File: src/rtl/move_controller.sv
// Tic-tac-toe move sequencer: validates player/computer requests, drives the
// board decoders, tracks turn, move count and a per-turn computer timeout.
module move_controller #(
  parameter int unsigned PC_TIMEOUT = 15
) (
  input  logic       clock,
  input  logic       reset_n,
  input  logic       play,
  input  logic [3:0] player_pos,
  input  logic       pc,
  input  logic [3:0] computer_pos,
  input  logic [8:0] occupied,
  input  logic       game_over,
  input  logic       new_game,
  output logic [3:0] pos_out,
  output logic       player_en,
  output logic       computer_en,
  output logic       turn,
  output logic       illegal_move,
  output logic       pc_timeout,
  output logic [3:0] move_count
);

  localparam int unsigned POS_W   = 4;
  localparam int unsigned TIMER_W = 8;
  localparam logic [POS_W-1:0]   MAX_MOVES  = POS_W'(9);
  localparam logic [TIMER_W-1:0] TIMER_LAST = TIMER_W'(PC_TIMEOUT - 1);

  typedef enum logic [2:0] {
    IDLE,
    PLAYER_WRITE,
    WAIT_PC,
    PC_WRITE,
    GAME_OVER
  } state_e;

  state_e             state_q, state_d;
  logic [POS_W-1:0]   pos_q, pos_d;
  logic [POS_W-1:0]   count_q, count_d;
  logic [TIMER_W-1:0] timer_q, timer_d;
  logic               player_en_q, player_en_d;
  logic               computer_en_q, computer_en_d;
  logic               turn_q, turn_d;
  logic               illegal_q, illegal_d;
  logic               timeout_q, timeout_d;
  logic               play_legal, pc_legal;

  // Out-of-range cells index into zero padding so only pos <= 8 can be free.
  function automatic logic cell_free(input logic [3:0] pos, input logic [8:0] occ);
    logic [15:0] occ_ext;
    occ_ext = {7'd0, occ};
    return (pos <= 4'd8) && !occ_ext[pos];
  endfunction

  assign play_legal = play && cell_free(player_pos, occupied);
  assign pc_legal   = pc && cell_free(computer_pos, occupied);

  // Next-state and registered-output computation.
  always_comb begin
    state_d       = state_q;
    pos_d         = pos_q;
    count_d       = count_q;
    timer_d       = '0;
    illegal_d     = 1'b0;
    timeout_d     = 1'b0;
    player_en_d   = 1'b0;
    computer_en_d = 1'b0;
    turn_d        = 1'b0;

    case (state_q)
      IDLE: begin
        if (game_over) begin
          state_d = GAME_OVER;
        end else if (play_legal) begin
          pos_d   = player_pos;
          state_d = PLAYER_WRITE;
        end else if (play) begin
          illegal_d = 1'b1;
        end
      end
      PLAYER_WRITE: begin
        state_d = (game_over || count_q == MAX_MOVES) ? GAME_OVER : WAIT_PC;
      end
      WAIT_PC: begin
        if (game_over) begin
          state_d = GAME_OVER;
        end else if (pc_legal) begin
          pos_d   = computer_pos;
          state_d = PC_WRITE;
        end else begin
          illegal_d = pc;
          if (timer_q == TIMER_LAST) begin
            timeout_d = 1'b1;
            state_d   = IDLE;
          end else begin
            timer_d = timer_q + TIMER_W'(1);
          end
        end
      end
      PC_WRITE: begin
        state_d = (game_over || count_q == MAX_MOVES) ? GAME_OVER : IDLE;
      end
      GAME_OVER: begin
        state_d = GAME_OVER;
      end
      default: begin
        state_d = IDLE;
      end
    endcase

    // Count a move as the write cycle is entered so it is visible with the enable.
    if ((state_d == PLAYER_WRITE || state_d == PC_WRITE) && count_q < MAX_MOVES) begin
      count_d = count_q + POS_W'(1);
    end

    if (new_game) begin
      state_d   = IDLE;
      pos_d     = '0;
      count_d   = '0;
      timer_d   = '0;
      illegal_d = 1'b0;
      timeout_d = 1'b0;
    end

    player_en_d   = (state_d == PLAYER_WRITE);
    computer_en_d = (state_d == PC_WRITE);
    turn_d        = (state_d == WAIT_PC) || (state_d == PC_WRITE);
  end

  // State and output registers.
  always_ff @(posedge clock or negedge reset_n) begin
    if (!reset_n) begin
      state_q       <= IDLE;
      pos_q         <= '0;
      count_q       <= '0;
      timer_q       <= '0;
      player_en_q   <= 1'b0;
      computer_en_q <= 1'b0;
      turn_q        <= 1'b0;
      illegal_q     <= 1'b0;
      timeout_q     <= 1'b0;
    end else begin
      state_q       <= state_d;
      pos_q         <= pos_d;
      count_q       <= count_d;
      timer_q       <= timer_d;
      player_en_q   <= player_en_d;
      computer_en_q <= computer_en_d;
      turn_q        <= turn_d;
      illegal_q     <= illegal_d;
      timeout_q     <= timeout_d;
    end
  end

  assign pos_out      = pos_q;
  assign player_en    = player_en_q;
  assign computer_en  = computer_en_q;
  assign turn         = turn_q;
  assign illegal_move = illegal_q;
  assign pc_timeout   = timeout_q;
  assign move_count   = count_q;

endmodule

File: config.mk
export PLATFORM = sky130hd
export DESIGN_NAME = move_controller
export DESIGN_NICKNAME = d
export VERILOG_FILES = /design/src/rtl/move_controller.sv
export SDC_FILE = /design/constraint.sdc
export NUM_CORES = 1
export LEC_CHECK = 0
export ABC_AREA = 1
export CAP_MARGIN = 5
export CELL_PAD_IN_SITES_DETAIL_PLACEMENT = 1
export CELL_PAD_IN_SITES_GLOBAL_PLACEMENT = 1
export CORE_MARGIN = 3
export CORE_UTILIZATION = 30
export DETAILED_ROUTE_END_ITERATION = 12
export HOLD_SLACK_MARGIN = 0.05
export PLACE_DENSITY = 0.7
export SYNTH_ARGS = -nofsm -noshare
export SYNTH_HDL_FRONTEND = slang
export SYNTH_SLANG_ARGS = --single-unit
export TNS_END_PERCENT = 5
File: constraint.sdc
create_clock -name clock -period 2.5 [get_ports clock]
set_input_delay 0.5 -clock clock [delete_from_list [all_inputs] [get_ports clock]]
set_output_delay 0.5 -clock clock [all_outputs]
set_load 0.01 [all_outputs]
==> metrics.cfg, run 1 <==
[outcome]
status = finished clean

[routing]
vias_per_cell = 4.498
wl_per_cell_um = 12.93
first_iter_violations = 72
drc_errors = 0
first_pass_iters = 4
vias = 1363
wirelength_um = 3917
final_antenna_net_count = 0

[global_route]
grt_pass1_wl_um = 7072
grt_max_degree = 25
track_usage_pct = 14.64
grt_overflow = 0
grt_pass1_vias = 1509
antenna_found_initial = 0

[floorplanning]
fp.dieArea_um2 = 5890
start_util_pct = 31.37
chipHeight_um = 76.75
coreArea_um2 = 4786
num_io_pins = 36
die_w_um = 76.75
num_rows = 25

[clock_tree]
clkSinkCount = 24
cts_hold_buf = 0
clk_pin_slew_ns = 0.09
tritoncts = built
clk-insertion-delay-late_ns = 0.26
numCtsBuffers = 3
post_cts_buffers = 0
htree_levels = 1
cts_resized = 0
cts_root_buf = clkbuf_8
clock_path_buffers = 2

[timing]
final_hold_viol_count = 0
slew_headroom_pct = 69.99
max_freq_mhz = 532.2
final.setup.tns_ns = 0
fin_crit_sh_pct = 75.16
finalSetupViolCount = 0
slew_violations = 0
fin_ws_ns = 0.6209
worst_slew_pin_slew_ns = 0.4477
fin_crit_ns = 1.879
skew_ns = 0.004491
rsz0062_at_grt = no

[critical_path]
crit_arrival_ns = 2.02
crit_type = in -> reg
cp_top_family = simple AND/OR/NAND/NOR gates
crit_chain = clkdlybuf4s50_1, inv_2, nand2_1, nand3_1, nand3_2, nand3_2, nand2_2, nand3_2, nand3_1, nand2_2, nand2_1, o21ai_1
endpoint_kind = flop
critPathLaunchType = input pin
path_buf_inv = 2
worst-path-max-fanout = 8
path_common_cell = nand3_2
cp_slowest_cell = clkdlybuf4s50_1
critPathMaxStageDelay_ns = 0.55
required_ns = 2.65

[layout]
area_growth_syn_to_layout_pct = 31.58
antenna_cells = 0
multi_input_area_um2 = 789.5
drive_gt1_share_pct = 11.02
seqCellArea_um2 = 600.6
fin_nets = 266
fillers = 588
fin_area_um2 = 1976

[logic_synthesis]
ys_seq_area_share_pct = 40.00
synth_top_flop_cell = dfrtp_1
ys_ff_latch = 24
synth_compound_area_share_pct = 4.667
synthCells = 198
synth-xor-area-share_pct = 4.667
synth_area_um2 = 1501
yosys-top-cells-count = 49 x nand2_1, 27 x nor2_1, 24 x dfrtp_1
yosysTopAreaCell = dfrtp_1
synth_top_family_by_area = simple AND/OR/NAND/NOR gates
synth.area.mux_share_pct = 0
yosysTopAreaCellShare_pct = 40.00
synth_nets = 226
synth_area_leaders = dfrtp_1 40%, nand2_1 12%, nand3_1 7.3%
yosys.area_share.adder_pct = 4.167
syn_avg_cell_area_um2 = 7.583
post-synth-top-count-cell = nand2_1
ys_async_sr_fraction_pct = 100.0
synth_edf_count = 0
ys_warn_count = 0
synth_simple_gate_area_share_pct = 39.08
ys_types = 28

[power]
p_leak_nw = 0.9274
powerDensity_nw_per_um2 = 429.7
total_power_mw = 0.8490
peakVddDrop_mv = 0.1686

[placed_design]
postPlaceCellArea_um2 = 1934
routabilityCongestion = 0.7873
io_buffer_count = 35
hpwl_um = 3271
pre_cts_slack_ns = 0.3308

[run]
cap_violations = 0

[min_path]
hold_class = reg -> reg

[power by group]
part / total, mW / internal (mW) / switching, mW
clock network: 0.230 / 0.108 / 0.122
logic: 0.196 / 0.0959 / 0.100
registers: 0.423 / 0.405 / 0.0187
total: 0.849 / 0.608 / 0.241
[area by class of cell]
cell class,instances,share of cell area [%]
Sequential cell,24,30.40
Multi-Input combinational cell,147,39.96
Tap cell,67,4.243
Clock buffer,3,2.090
Timing Repair Buffer,37,18.49
Inverter,25,4.813
[through the flow]
step	util [%]	hold slack, ns	instances
2_1_floorplan	-	0.2044	198
3_3_place_gp	40.42	0.4773	300
3_5_place_dp	40.42	0.4859	300
4_1_cts	41.28	0.5013	303
5_1_grt	41.28	0.5155	303
6_report	41.28	0.4942	303
[logic make-up after synthesis]
family | after synthesis
AO/OA/AOI/OAI | 12
XOR/XNOR | 8
adder cells (fa/ha/maj) | 5
buffers and inverters | 27
flip-flops | 24
AND/OR/NAND/NOR | 122
[layer usage]
layer / vias up / global-route usage (%) / routed length [µm]
met4: 0 / 2.174 / 14
li1: 706 / - / -
met2: 18 / 27.09 / 2028
met5: - / 0 / 0
met3: 2 / 2.347 / 84
met1: 637 / 18.06 / 1790
[state kept, by name, summed over array words and instances, names as in the netlist]
signal        cells
move_count        4
illegal_move      1
state_q           3
timer_q           8
computer_en       1
pc_timeout        1
pos_out           4
player_en         1
turn              1
[path summary, 6_finish.rpt]
kind / cells after the start / startpoint / slack, ns / to
max: 12 / computer_pos[0] / 0.62 / pos_out[0]$_DFFE_PN0P_
min: 1 / timer_q[0]$_DFF_PN0_ / 0.49 / timer_q[0]$_DFF_PN0_
max reg2reg: 7 / move_count[0]$_DFFE_PN0P_ / 0.84 / computer_en$_DFF_PN0_
min reg2reg: 1 / timer_q[0]$_DFF_PN0_ / 0.49 / timer_q[0]$_DFF_PN0_
max in group asynchronous: 2 / reset_n / 1.67 / timer_q[5]$_DFF_PN0_
min in group asynchronous: 2 / reset_n / 0.59 / timer_q[0]$_DFF_PN0_
[cell usage in the layout, fill, tap and decap left out]
cell | netlist | layout
o211ai_1 | 1 | 1
nand3_4 | 1 | 1
clkinv_2 | 1 | 1
clkdlybuf4s50_1 | 0 | 35
clkbuf_8 | 0 | 3
nor3_2 | 2 | 2
nand2_1 | 49 | 49
a21oi_1 | 4 | 4
xnor2_1 | 3 | 3
or4_1 | 1 | 1
o21ai_2 | 1 | 1
o21ai_0 | 1 | 1
nor2_1 | 27 | 27
nand3b_1 | 2 | 2
inv_1 | 21 | 21
dfrtp_1 | 24 | 24
nand3_2 | 4 | 4
o21ai_1 | 4 | 4
a221oi_1 | 1 | 1
nand2_4 | 1 | 1
nor2_2 | 1 | 1
nand4_1 | 4 | 4
ha_1 | 5 | 5
nor3_1 | 1 | 1
buf_4 | 0 | 2
xor2_1 | 5 | 5
nand2_2 | 7 | 7
nand3_1 | 22 | 22
inv_2 | 3 | 3
Power figures use the tool's default switching activity.
==> run 2: changes to the inputs <==
--- a/config.mk
+++ b/config.mk
@@ -13,7 +13,7 @@
 export CORE_UTILIZATION = 30
 export DETAILED_ROUTE_END_ITERATION = 12
 export HOLD_SLACK_MARGIN = 0.05
-export PLACE_DENSITY = 0.7
+export PLACE_DENSITY = 0.73
 export SYNTH_ARGS = -nofsm -noshare
 export SYNTH_HDL_FRONTEND = slang
 export SYNTH_SLANG_ARGS = --single-unit
==> constraint.sdc (replaced) <==
create_clock -name clock -period 1.6 [get_ports clock]
set_input_delay 0.32 -clock clock [delete_from_list [all_inputs] [get_ports clock]]
set_output_delay 0.32 -clock clock [all_outputs]
set_load 0.01 [all_outputs]
==> run 2 against run 1 <==
Core utilization is 4.8 points higher. Highest routed layer unchanged. Critical path type is now reg -> reg. Critical path depth is 4 lower. Cell count is 6.9% higher. Largest power group unchanged.
==> metrics.cfg, run 2 (same netlist as run 1, synthesis figures left out) <==
[critical_path]
critPathLaunchType = flop  ; was input pin
endpoint_kind = flop  ; unchanged
crit_arrival_ns = 1.72  ; was 2.02 ns
crit_type = reg -> reg  ; was in -> reg
required_ns = 1.80  ; was 2.65 ns
timing.reg2reg.setup_slack_ns = 0.08  ; was 0.84 ns
worst-path-max-fanout = 3  ; was 8

[clock_tree]
tritoncts = built  ; unchanged
clk-insertion-delay-late_ns = 0.26  ; about the same
htree_levels = 1  ; unchanged
numCtsBuffers = 3  ; unchanged
post_cts_buffers = 0  ; unchanged
clk_pin_slew_ns = 0.09  ; about the same
clkSinkCount = 24  ; unchanged
cts_hold_buf = 0  ; unchanged
cts_root_buf = clkbuf_8  ; unchanged
clock_path_buffers = 2  ; unchanged

[routing]
drc_errors = 0  ; unchanged
wl_per_cell_um = 12.47  ; was 12.93 µm
wirelength_um = 4041  ; was 3917 µm
first_iter_violations = 35  ; was 72
final_antenna_net_count = 0  ; unchanged
first_pass_iters = 4  ; unchanged
vias_per_cell = 4.515  ; was 4.498
vias = 1463  ; was 1363

[global_route]
grt_pass1_vias = 1553  ; was 1509
grt_pass1_wl_um = 6768  ; was 7072 µm
grt_overflow = 0  ; unchanged
track_usage_pct = 14.05  ; was 14.64%
grt_max_degree = 25  ; unchanged
antenna_found_initial = 0  ; unchanged

[timing]
final_hold_viol_count = 0  ; unchanged
slew_violations = 0  ; unchanged
rsz0062_at_grt = yes  ; was no
skew_ns = 0.002881  ; was 0.004491 ns
slew_headroom_pct = 79.64  ; was 69.99%
fin_crit_ns = 1.517
max_freq_mhz = 659.1
fin_crit_sh_pct = 94.83
fin_ws_ns = 0.08276  ; was 0.6209 ns
worst_slew_pin_slew_ns = 0.3054  ; was 0.4477 ns
finalSetupViolCount = 0  ; unchanged
whs_ns = 0.4070  ; was 0.4942 ns

[floorplanning]
num_rows = 25  ; unchanged
chipHeight_um = 76.75  ; unchanged
start_util_pct = 31.37  ; unchanged
fp.dieArea_um2 = 5890  ; unchanged
die_w_um = 76.75  ; unchanged
coreArea_um2 = 4786  ; unchanged
num_io_pins = 36  ; unchanged

[layout]
layout_common_cells = 49 x nand2_1, 27 x nor2_1, 23 x dfrtp_1  ; was 49 x nand2_1, 35 x clkdlybuf4s50_1, 27 x nor2_1
drive_gt1_share_pct = 20.23  ; was 11.02%
largest_reg_flops = 8  ; unchanged
fin_nets = 286  ; was 266
final_cell_count_no_fill = 324  ; was 303
antenna_cells = 0  ; unchanged
area_growth_syn_to_layout_pct = 46.92  ; was 31.58%
final_common_cell = nand2_1  ; unchanged
regMostFlops = timer_q  ; unchanged

[placed_design]
dp_cells = 320  ; was 300
io_buffer_count = 35  ; unchanged
hpwl_um = 3302  ; was 3271 µm
pre_cts_slack_ns = -0.3865  ; was 0.3308 ns
routabilityCongestion = 0.7771  ; was 0.7873

[power]
powerDensity_nw_per_um2 = 697.6  ; was 429.7 nW/µm²
total_power_mw = 1.539  ; was 0.8490 mW
peakVddDrop_mv = 0.3727  ; was 0.1686 mV
p_leak_nw = 1.163  ; was 0.9274 nW

[run]
cap_violations = 0  ; unchanged

[outcome]
status = finished clean  ; unchanged

[min_path]
hold_class = in -> async  ; was reg -> reg

==> run 2: per-stage QoR <==
stage | area [µm²] | setup TNS, ns | util (%)
after detailed placement | 2085 | -6.778 | 43.56
after global placement | 2085 | -5.800 | 43.56
after CTS | 2151 | 0 | 44.94
after floorplan | 1501 | 0 | -
after global routing | 2206 | -0.1504 | 46.09
final | 2206 | 0 | 46.09
==> run 2: cell type report <==
type | instances | area (µm²)
Sequential cell | 24 | 601.8
Fill cell | 610 | 2580
Timing Repair Buffer | 57 | 536.8
Clock buffer | 3 | 41.29
Multi-Input combinational cell | 147 | 817.0
Clock inverter | 1 | 30.03
Inverter | 25 | 95.09
Tap cell | 67 | 83.83
==> run 2: per-layer routing <==
layer	up-vias	part of all wire, %	global-route usage (%)
met5	-	0	0
met4	0	1.2	4.891
met3	4	1.6	1.878
met2	17	54	26.48
met1	694	44	16.05
li1	748	-	-
==> run 2: power breakdown <==
group	switching, mW	internal (mW)
Clock	0.198	0.334
Sequential	0.0214	0.633
Combinational	0.176	0.176
==> run 2: path summary, 6_finish.rpt <==
path,start,end,depth (start not counted)
worst max-delay path,move_count[1]$_DFFE_PN0P_,computer_en$_DFF_PN0_,8
worst min-delay path,reset_n,timer_q[7]$_DFF_PN0_,2
worst max register to register,move_count[1]$_DFFE_PN0P_,computer_en$_DFF_PN0_,8
worst min register to register,pos_out[2]$_DFFE_PN0P_,pos_out[2]$_DFFE_PN0P_,2
max in group asynchronous,reset_n,move_count[2]$_DFFE_PN0P_,2
min in group clock,pos_out[2]$_DFFE_PN0P_,pos_out[2]$_DFFE_PN0P_,2
==> run 2: what timing repair did <==
| action | in CTS | in global routing |
|---|---|---|
| endpoints found under the setup margin | 16 | 22 |
| resized for setup | 6 | 18 |
| pin swaps | 0 | 9 |
| hold endpoints to repair | 0 | 0 |
==> run 2: worst max-delay path, cell delays in order, from the launching register on <==
cell and delay [ns]:
dfrtp_1 0.37, inv_1 0.07, ha_1 0.17, inv_1 0.04
o21ai_0 0.10, or4_1 0.43, nand2_2 0.12, nand2_2 0.08
nor2_2 0.07
